## config.mk

```make
export PLATFORM = sky130hd
export DESIGN_NAME = alu_seq
export DESIGN_NICKNAME = d
export VERILOG_FILES = /design/src/rtl/alu_seq.sv
export SDC_FILE = /design/constraint.sdc
export NUM_CORES = 1
export LEC_CHECK = 0
export ABC_AREA = 0
export CORE_UTILIZATION = 59
export DETAILED_ROUTE_END_ITERATION = 10
export DONT_BUFFER_PORTS = 1
export GPL_TIMING_DRIVEN = 0
export PLACE_DENSITY = 0.89
export SLEW_MARGIN = 10
export SYNTH_ARGS = -nofsm -noshare
export SYNTH_HDL_FRONTEND = slang
export SYNTH_SLANG_ARGS = --single-unit
```

## constraint.sdc

```tcl
create_clock -name clk -period 2 [get_ports clk]
set_clock_uncertainty 0.1 [all_clocks]
set_input_delay 0.2 -clock clk [delete_from_list [all_inputs] [get_ports clk]]
set_output_delay 0.2 -clock clk [all_outputs]
set_load 0.02 [all_outputs]
```

## src/rtl/alu_seq.sv

```systemverilog
`default_nettype none
// ============================================================================
// Module   : alu_seq
// Purpose  : Registered, handshaked ALU with Z/C/N/V flags, ADC carry-in and
//            an iterative one-bit-per-cycle shifter for SHL/SHR.
// Revision : 1.0 - initial release
// ============================================================================

`ifndef WORD_SIZE
`define WORD_SIZE 8
`endif

package alu_seq_pkg;
  typedef enum logic [3:0] {
    OP_ADD = 4'h0,
    OP_ADC = 4'h1,
    OP_SUB = 4'h2,
    OP_CMP = 4'h3,
    OP_INC = 4'h4,
    OP_DEC = 4'h5,
    OP_AND = 4'h6,
    OP_OR  = 4'h7,
    OP_XOR = 4'h8,
    OP_SHL = 4'h9,
    OP_SHR = 4'hA
  } opcode_t;
endpackage

module alu_seq
  import alu_seq_pkg::*;
#(
  parameter int unsigned WORD_SIZE = `WORD_SIZE
) (
  input  logic                 clk,
  input  logic                 rst_n,
  input  logic                 in_valid,
  output logic                 in_ready,
  input  opcode_t              opcode,
  input  logic [WORD_SIZE-1:0] a,
  input  logic [WORD_SIZE-1:0] b,
  input  logic                 carry_in,
  output logic                 out_valid,
  input  logic                 out_ready,
  output logic [WORD_SIZE-1:0] result,
  output logic [3:0]           flags
);

  localparam int unsigned          CW      = $clog2(WORD_SIZE + 1);
  localparam int unsigned          MSB     = WORD_SIZE - 1;
  localparam logic [CW-1:0]        CNT_MAX = CW'(WORD_SIZE);
  localparam logic [WORD_SIZE-1:0] W_LIM   = WORD_SIZE'(WORD_SIZE);

  typedef enum logic [1:0] {
    S_IDLE  = 2'd0,
    S_SHIFT = 2'd1,
    S_DONE  = 2'd2
  } state_t;

  state_t               state_q, state_d;
  logic [WORD_SIZE-1:0] result_q, result_d;
  logic [3:0]           flags_q, flags_d;
  logic [WORD_SIZE-1:0] acc_q, acc_d;
  logic [CW-1:0]        cnt_q, cnt_d;
  logic                 dir_q, dir_d;   // 1 = shift right

  logic                 accept;
  logic                 is_shift;
  logic [CW-1:0]        cnt_load;
  logic [WORD_SIZE-1:0] opnd;
  logic                 arith, sub_op, cin;
  logic [WORD_SIZE:0]   sum;
  logic [WORD_SIZE-1:0] alu_res;
  logic                 alu_c, alu_v;
  logic [WORD_SIZE-1:0] shifted;
  logic                 shift_out;

  assign in_ready  = (state_q == S_IDLE) || ((state_q == S_DONE) && out_ready);
  assign out_valid = (state_q == S_DONE);
  assign result    = result_q;
  assign flags     = flags_q;
  assign accept    = in_valid && in_ready;
  assign is_shift  = (opcode == OP_SHL) || (opcode == OP_SHR);
  assign cnt_load  = (b >= W_LIM) ? CNT_MAX : b[CW-1:0];

  always_comb begin
    opnd    = b;
    arith   = 1'b0;
    sub_op  = 1'b0;
    cin     = 1'b0;
    alu_res = '0;
    alu_c   = 1'b0;
    alu_v   = 1'b0;
    case (opcode)
      OP_ADD:         arith = 1'b1;
      OP_ADC:         begin arith = 1'b1; cin = carry_in; end
      OP_SUB, OP_CMP: begin arith = 1'b1; sub_op = 1'b1; end
      OP_INC:         begin arith = 1'b1; opnd = WORD_SIZE'(1); end
      OP_DEC:         begin arith = 1'b1; sub_op = 1'b1; opnd = WORD_SIZE'(1); end
      OP_AND:         alu_res = a & b;
      OP_OR:          alu_res = a | b;
      OP_XOR:         alu_res = a ^ b;
      default:        alu_res = '0;
    endcase
    // Top bit of the widened subtraction is the unsigned borrow.
    sum = sub_op ? ({1'b0, a} - {1'b0, opnd})
                 : ({1'b0, a} + {1'b0, opnd} + {{WORD_SIZE{1'b0}}, cin});
    if (arith) begin
      alu_res = sum[WORD_SIZE-1:0];
      alu_c   = sum[WORD_SIZE];
      alu_v   = sub_op ? ((a[MSB] != opnd[MSB]) && (alu_res[MSB] != a[MSB]))
                       : ((a[MSB] == opnd[MSB]) && (alu_res[MSB] != a[MSB]));
    end
  end

  assign shifted   = dir_q ? (acc_q >> 1) : (acc_q << 1);
  assign shift_out = dir_q ? acc_q[0] : acc_q[MSB];

  always_comb begin
    state_d  = state_q;
    result_d = result_q;
    flags_d  = flags_q;
    acc_d    = acc_q;
    cnt_d    = cnt_q;
    dir_d    = dir_q;
    if (accept) begin
      if (is_shift) begin
        acc_d = a;
        cnt_d = cnt_load;
        dir_d = (opcode == OP_SHR);
        if (cnt_load == '0) begin
          state_d  = S_DONE;
          result_d = a;
          flags_d  = {1'b0, a[MSB], 1'b0, (a == '0)};
        end else begin
          state_d = S_SHIFT;
        end
      end else begin
        state_d  = S_DONE;
        result_d = alu_res;
        flags_d  = {alu_v, alu_res[MSB], alu_c, (alu_res == '0)};
      end
    end else begin
      case (state_q)
        S_SHIFT: begin
          acc_d = shifted;
          cnt_d = cnt_q - 1'b1;
          if (cnt_q == CW'(1)) begin
            state_d  = S_DONE;
            result_d = shifted;
            flags_d  = {1'b0, shifted[MSB], shift_out, (shifted == '0)};
          end
        end
        S_DONE:  if (out_ready) state_d = S_IDLE;
        default: state_d = state_q;
      endcase
    end
  end

  always_ff @(posedge clk or negedge rst_n) begin
    if (!rst_n) begin
      state_q  <= S_IDLE;
      result_q <= '0;
      flags_q  <= '0;
      acc_q    <= '0;
      cnt_q    <= '0;
      dir_q    <= 1'b0;
    end else begin
      state_q  <= state_d;
      result_q <= result_d;
      flags_q  <= flags_d;
      acc_q    <= acc_d;
      cnt_q    <= cnt_d;
      dir_q    <= dir_d;
    end
  end

endmodule
`default_nettype wire

```

# Yosys cells after proc, flatten, opt, wreduce, memory -nomap -nowiden
# Cells that the tools add are included.
# Widths: inputs -> output; s select.
[word_totals]
reg_bits = 27
inputBits = 25
out_inout_bits = 14
elab_cells = 91
[op_classes]
bitwise = 3
n_eq_ne = 20
n_mux = 35
addsub = 4
reduce_logical = 22
n_lt_le_gt_ge = 1
[op_table]
columns = ["operator", "n"]
rows = [
  ["$mux 8", 11],
  ["$mux 4", 9],
  ["$logic_not 8->1", 3],
  ["$pmux 8 s3", 1],
  ["$eq 4x3->1 const B", 4],
  ["$eq 4x4->1 const B", 3],
  ["$mux 2", 5],
  ["$add 8x8->9", 1],
  ["$add 9x1->9", 1],
  ["$mux 9", 1],
  ["$sub 8x8->9", 1],
  ["$and 8x8->8", 1],
  ["$eq 4x1->1 const B", 2],
  ["$eq 4x2->1 const B", 2],
  ["$ge 8x4->1 const B", 1],
  ["$logic_not 4->1", 2],
  ["$or 8x8->8", 1],
  ["$xor 8x8->8", 1],
  ["$mux 1", 7],
  ["$reduce_and 3->1", 2],
  ["$reduce_or 6->1", 1],
  ["$logic_and 1x1->1", 4],
  ["$pmux 2 s2", 1],
  ["$reduce_and 2->1", 2],
  ["other kinds (15)", 18],
]

# Logic depth before layout (Yosys ltp)
[depth]
depth_word = 12
mapped_depth = 14
mapped_depth_nobuf = 13

# Worst setup path before layout
# No wires, ideal clock.
[synth_timing]
path_type = "in2reg"
from = "input opcode[2]"
to = "register flags_q[0], in the netlist flags[0]"
setup_time_ps = 92
arrival_time_ps = 2842
setup_slack_ps = -1034
path_stages = 14
n_path_buf = 2
cell_sequence = "buf_2 -> buf_1 -> nand2_1 -> nand2_1 -> inv_1 -> fa_1 -> fa_1 -> o21bai_1 -> a21oi_1 -> o21ai_0 -> nor3_1 -> a2111oi_2 -> nand4_1 -> o31ai_2"
[synth_via]
elab_chain_cells = 10
elab_cells_between_ends = 30
cone_classes = "add/sub (3); eq/ne (11); mux (9); reduce/logical (7)"
[synth_lines]
columns = ["element", "line_no", "rtl"]
rows = [
  ["from (decl)", "38", "input opcode_t opcode,"],
  ["$eq 4x3->1", "93", "case (opcode)"],
  ["$reduce_or 2->1 (no line)", "-", ""],
  ["$mux 8", "93", ""],
  ["$add 8x8->9", "106", ": ({1'b0, a} + {1'b0, opnd} + {{WORD_SIZE{1'b0}}, cin});"],
  ["$add 9x1->9", "106", ""],
  ["$mux 9", "105", "sum = sub_op ? ({1'b0, a} - {1'b0, opnd})"],
  ["$mux 8", "107", "if (arith) begin"],
  ["$logic_not 8->1", "140", "flags_d = {alu_v, alu_res[MSB], alu_c, (alu_res == '0)};"],
  ["$mux 4", "126", "if (is_shift) begin"],
  ["$mux 4", "125", "if (accept) begin"],
  ["to (signal assigned)", "170", "flags_q <= flags_d;"],
  ["to (decl)", "61", "logic [3:0] flags_q, flags_d;"],
]
# Parallel ways exist; a longest one is shown, timed or not.
# A chain may end at the register's enable or synchronous reset.

# Worst setup path in the final report
# Ends and elaborated chain as after synthesis.

==> key figures <==
Timing
  • Final setup fails: 22
  • Relative slew margins: 0.561
  • Tmin final: around 2.5 ns
  • Fmax achieved: approximately 400 MHz
  • Final worst-path cycle share: 1.24
  • Worst Tran Pin Value: about 0.66 ns
  • Slew Viols, Final: 0
  • Setup TNS: -3.97 ns
  • Final worst slack: -0.483 ns
  • RSZ-0062 raised after global routing: true
  • Hold Vio Cnt, Final: 0
  • Hold slack final: 0.0271 ns

Clock tree
  • Max Root-Sink Buffers: 2
  • Clk slew on worst S/H paths: 0.10 ns
  • CTS tree: built
  • Total CTS buffers: 3
  • Worst skew pair latency: 0.27 ns
  • Sink Count: 26
  • Htree depth: 1
  • Root Buffer: clkbuf_8

Drt
  • Drt via density: 6.56
  • Initial DRC count: 340
  • DR pass1 iterations: 9
  • Vias: 3117
  • DRC viols: 0
  • WL/cell: just under 20 µm
  • Remaining antenna violation count after routing: 0
  • Total Routed Length: 9.39 mm

Finish
  • Layout Nets: 471
  • Fraction of layout cells with a size suffix above 1: 0.272
  • Ant. Diodes: 0
  • Most common cell after layout, fill and taps aside: inv_1
  • Most frequent cells in the layout: 33 x inv_1, 32 x nand2_1, 29 x ha_1, 27 x a21oi_1
  • Final Instance Area: 3720 µm²
  • P&R area growth vs syn: 25.4%

Placed design
  • Hpwl dp: 6.44 mm
  • IO Port Bufs: 0
  • Placed instance area: 3150 µm²
  • Place WS: -0.935 ns
  • Gpl congestion: just over 0.9

Logic synthesis
  • Top cells by area, synth: dfrtp_1 22%, ha_1 14%, a21oi_1 6.1%
  • Warnings from Yosys: 0
  • Number of synthesized flops with an enable pin: 0
  • FF+latch count, synth: 26
  • Number of library cell types mapped by synthesis: 60
  • Syn_area_per_cell: 7.87 µm²
  • Yosys top cell area share: 0.219
  • Synth Cell Area: slightly below 3000 µm²
  • Async S/R FF share, synth: 1.00
  • Cell taking the most area after synthesis: dfrtp_1
  • Synth Net Count: 439
  • Most used DFF post-synth: dfrtp_1
  • Cells after synthesis: around 380
  • Sequential share of the synthesized area: 0.219

Floorplanning
  • Die H: 72.9 µm
  • Initial core utilization: 0.620
  • Core area: between 4000 and 5000 µm²
  • Num rows: 25
  • Die Area: 5320 µm²
  • Die width: 72.9 µm
  • I/O pin cnt: 39

Worst setup path
  • Worst R2R Setup Slack: -0.24 ns
  • RR Endpoint: flags[0]
  • WP data arrival: 2.57 ns
  • R2R depth: 8
  • Reg2reg start: state_q[0]
  • Crit end category: flip-flop
  • Worst path required time: 2.09 ns
  • WS Path Type: in2reg
  • Max Fanout on Critical Path: 10
  • Critical Path Start Type: primary input

Worst hold path
  • Hold EP: cnt_q[1]
  • Hold path depth: 2
  • Hold Path Class: in2reg
  • Hold_sp: b[1]

GRT
  • Initial antenna violation count: 0
  • Largest net degree at the start of global routing: 27
  • Number of global-route vias before repair: 3160
  • First-pass GRT wire length: 14.5 mm
  • Grt ovf: 0
  • GRT Resource Usage Total: 0.351

Status
  • Status: complete, but fails checks
  • Failing checks: negative setup slack

Flow run
  • Max cap viols: 0

Power
  • Design Power: ~3300 µW
  • Peak supply drop: 474 µV
  • PD cells: 880 nW/µm²
  • Leakage: 0.00170 µW
## synth_stat cells, types with 4 or more instances
| cell type | instances |
|---|---|
| a21o_1 | 7 |
| a21oi_1 | 36 |
| a22oi_1 | 5 |
| a31oi_1 | 8 |
| buf_2 | 6 |
| clkbuf_1 | 12 |
| dfrtp_1 | 26 |
| ha_1 | 34 |
| inv_1 | 37 |
| mux2i_1 | 11 |
| nand2_1 | 37 |
| nand3_1 | 10 |
| nor2_1 | 26 |
| nor3_1 | 7 |
| nor4_1 | 4 |
| o211ai_1 | 7 |
| o21ai_0 | 21 |
| o21ai_1 | 7 |
| o22ai_1 | 5 |
## per-stage QoR
step	cells	util
floorplan	377	-
global placement	444	0.658
detailed placement	444	0.658
CTS	470	0.758
global route	475	0.777
finish	475	0.777
## worst max-delay path, cell delays in order
cell,delay [ns]
buf_6,0.12
buf_8,0.12
nand2_4,0.08
buf_6,0.13
nand2_1,0.08
ha_1,0.46
nor3_1,0.11
a21oi_1,0.20
o21ai_2,0.10
nor3b_2,0.17
a2111oi_2,0.33
buf_4,0.18
nand4_1,0.10
o31ai_2,0.20
## cell type report
type                    instances  area [µm²]
flip-flops and latches         26         651
clock buffers                   3        41.3
well taps                      67        83.8
fillers                       345        1070
multi-input cells             293        2370
inverters                      37         139
repair buffers                 28         239
clock inverters                 1        30.0
plain buffers                  20         163
## worst max path at each step
stage / from / endpoint / slack, ns / cells past startpoint
2_1_floorplan: opcode[1] / flags[0] / -0.56 / 14
3_3_place_gp: opcode[1] / result[6] / -0.92 / 14
3_5_place_dp: opcode[1] / flags[0] / -0.93 / 14
4_1_cts: opcode[1] / flags[0] / -0.47 / 15
5_1_grt: opcode[1] / flags[0] / -0.57 / 15
6_report: opcode[2] / flags[0] / -0.48 / 14
## power by group
group / switching, µW / internal [µW] / leakage (µW)
registers: 351 / 757 / 0.000287
logic: 992 / 727 / 0.00138
clock network: 179 / 268 / 0.0000357
total: 1520 / 1750 / 0.00170
## state kept, by name, indices dropped and copies added (netlist names)
register	cells
state_q	2
flags	4
dir_q	1
result	7
acc_q	8
cnt_q	4
## kinds of logic (layout without fill, tap and decap cells)
kind of cell | after synthesis | in the layout | synth area share
buffers and inverters | 58 | 89 | 0.0772
DFF | 26 | 26 | 0.219
adders and majority gates | 37 | 37 | 0.164
AOI/OAI and AO/OA | 124 | 124 | 0.280
muxes | 14 | 14 | 0.0485
and+or+nand+nor | 112 | 112 | 0.193
xor gates and xnor gates | 6 | 6 | 0.0177
## timing repair
action	CTS	global route
hold endpoints to repair	27	0
hold buffers	3	0
setup buffers	21	5
pin swaps	29	10
gates resized for setup	52	15
endpoints found under the setup margin	25	24
## routing by layer
layer  vias up  global-route usage  wire length, µm
met5         -                   0                0
met4         0               0.179              442
met3        50              0.0580              627
met2       172               0.620             4620
met1      1489               0.408             3700
li1       1406                   -                -
No activity file was read; power rests on OpenSTA's default activity.
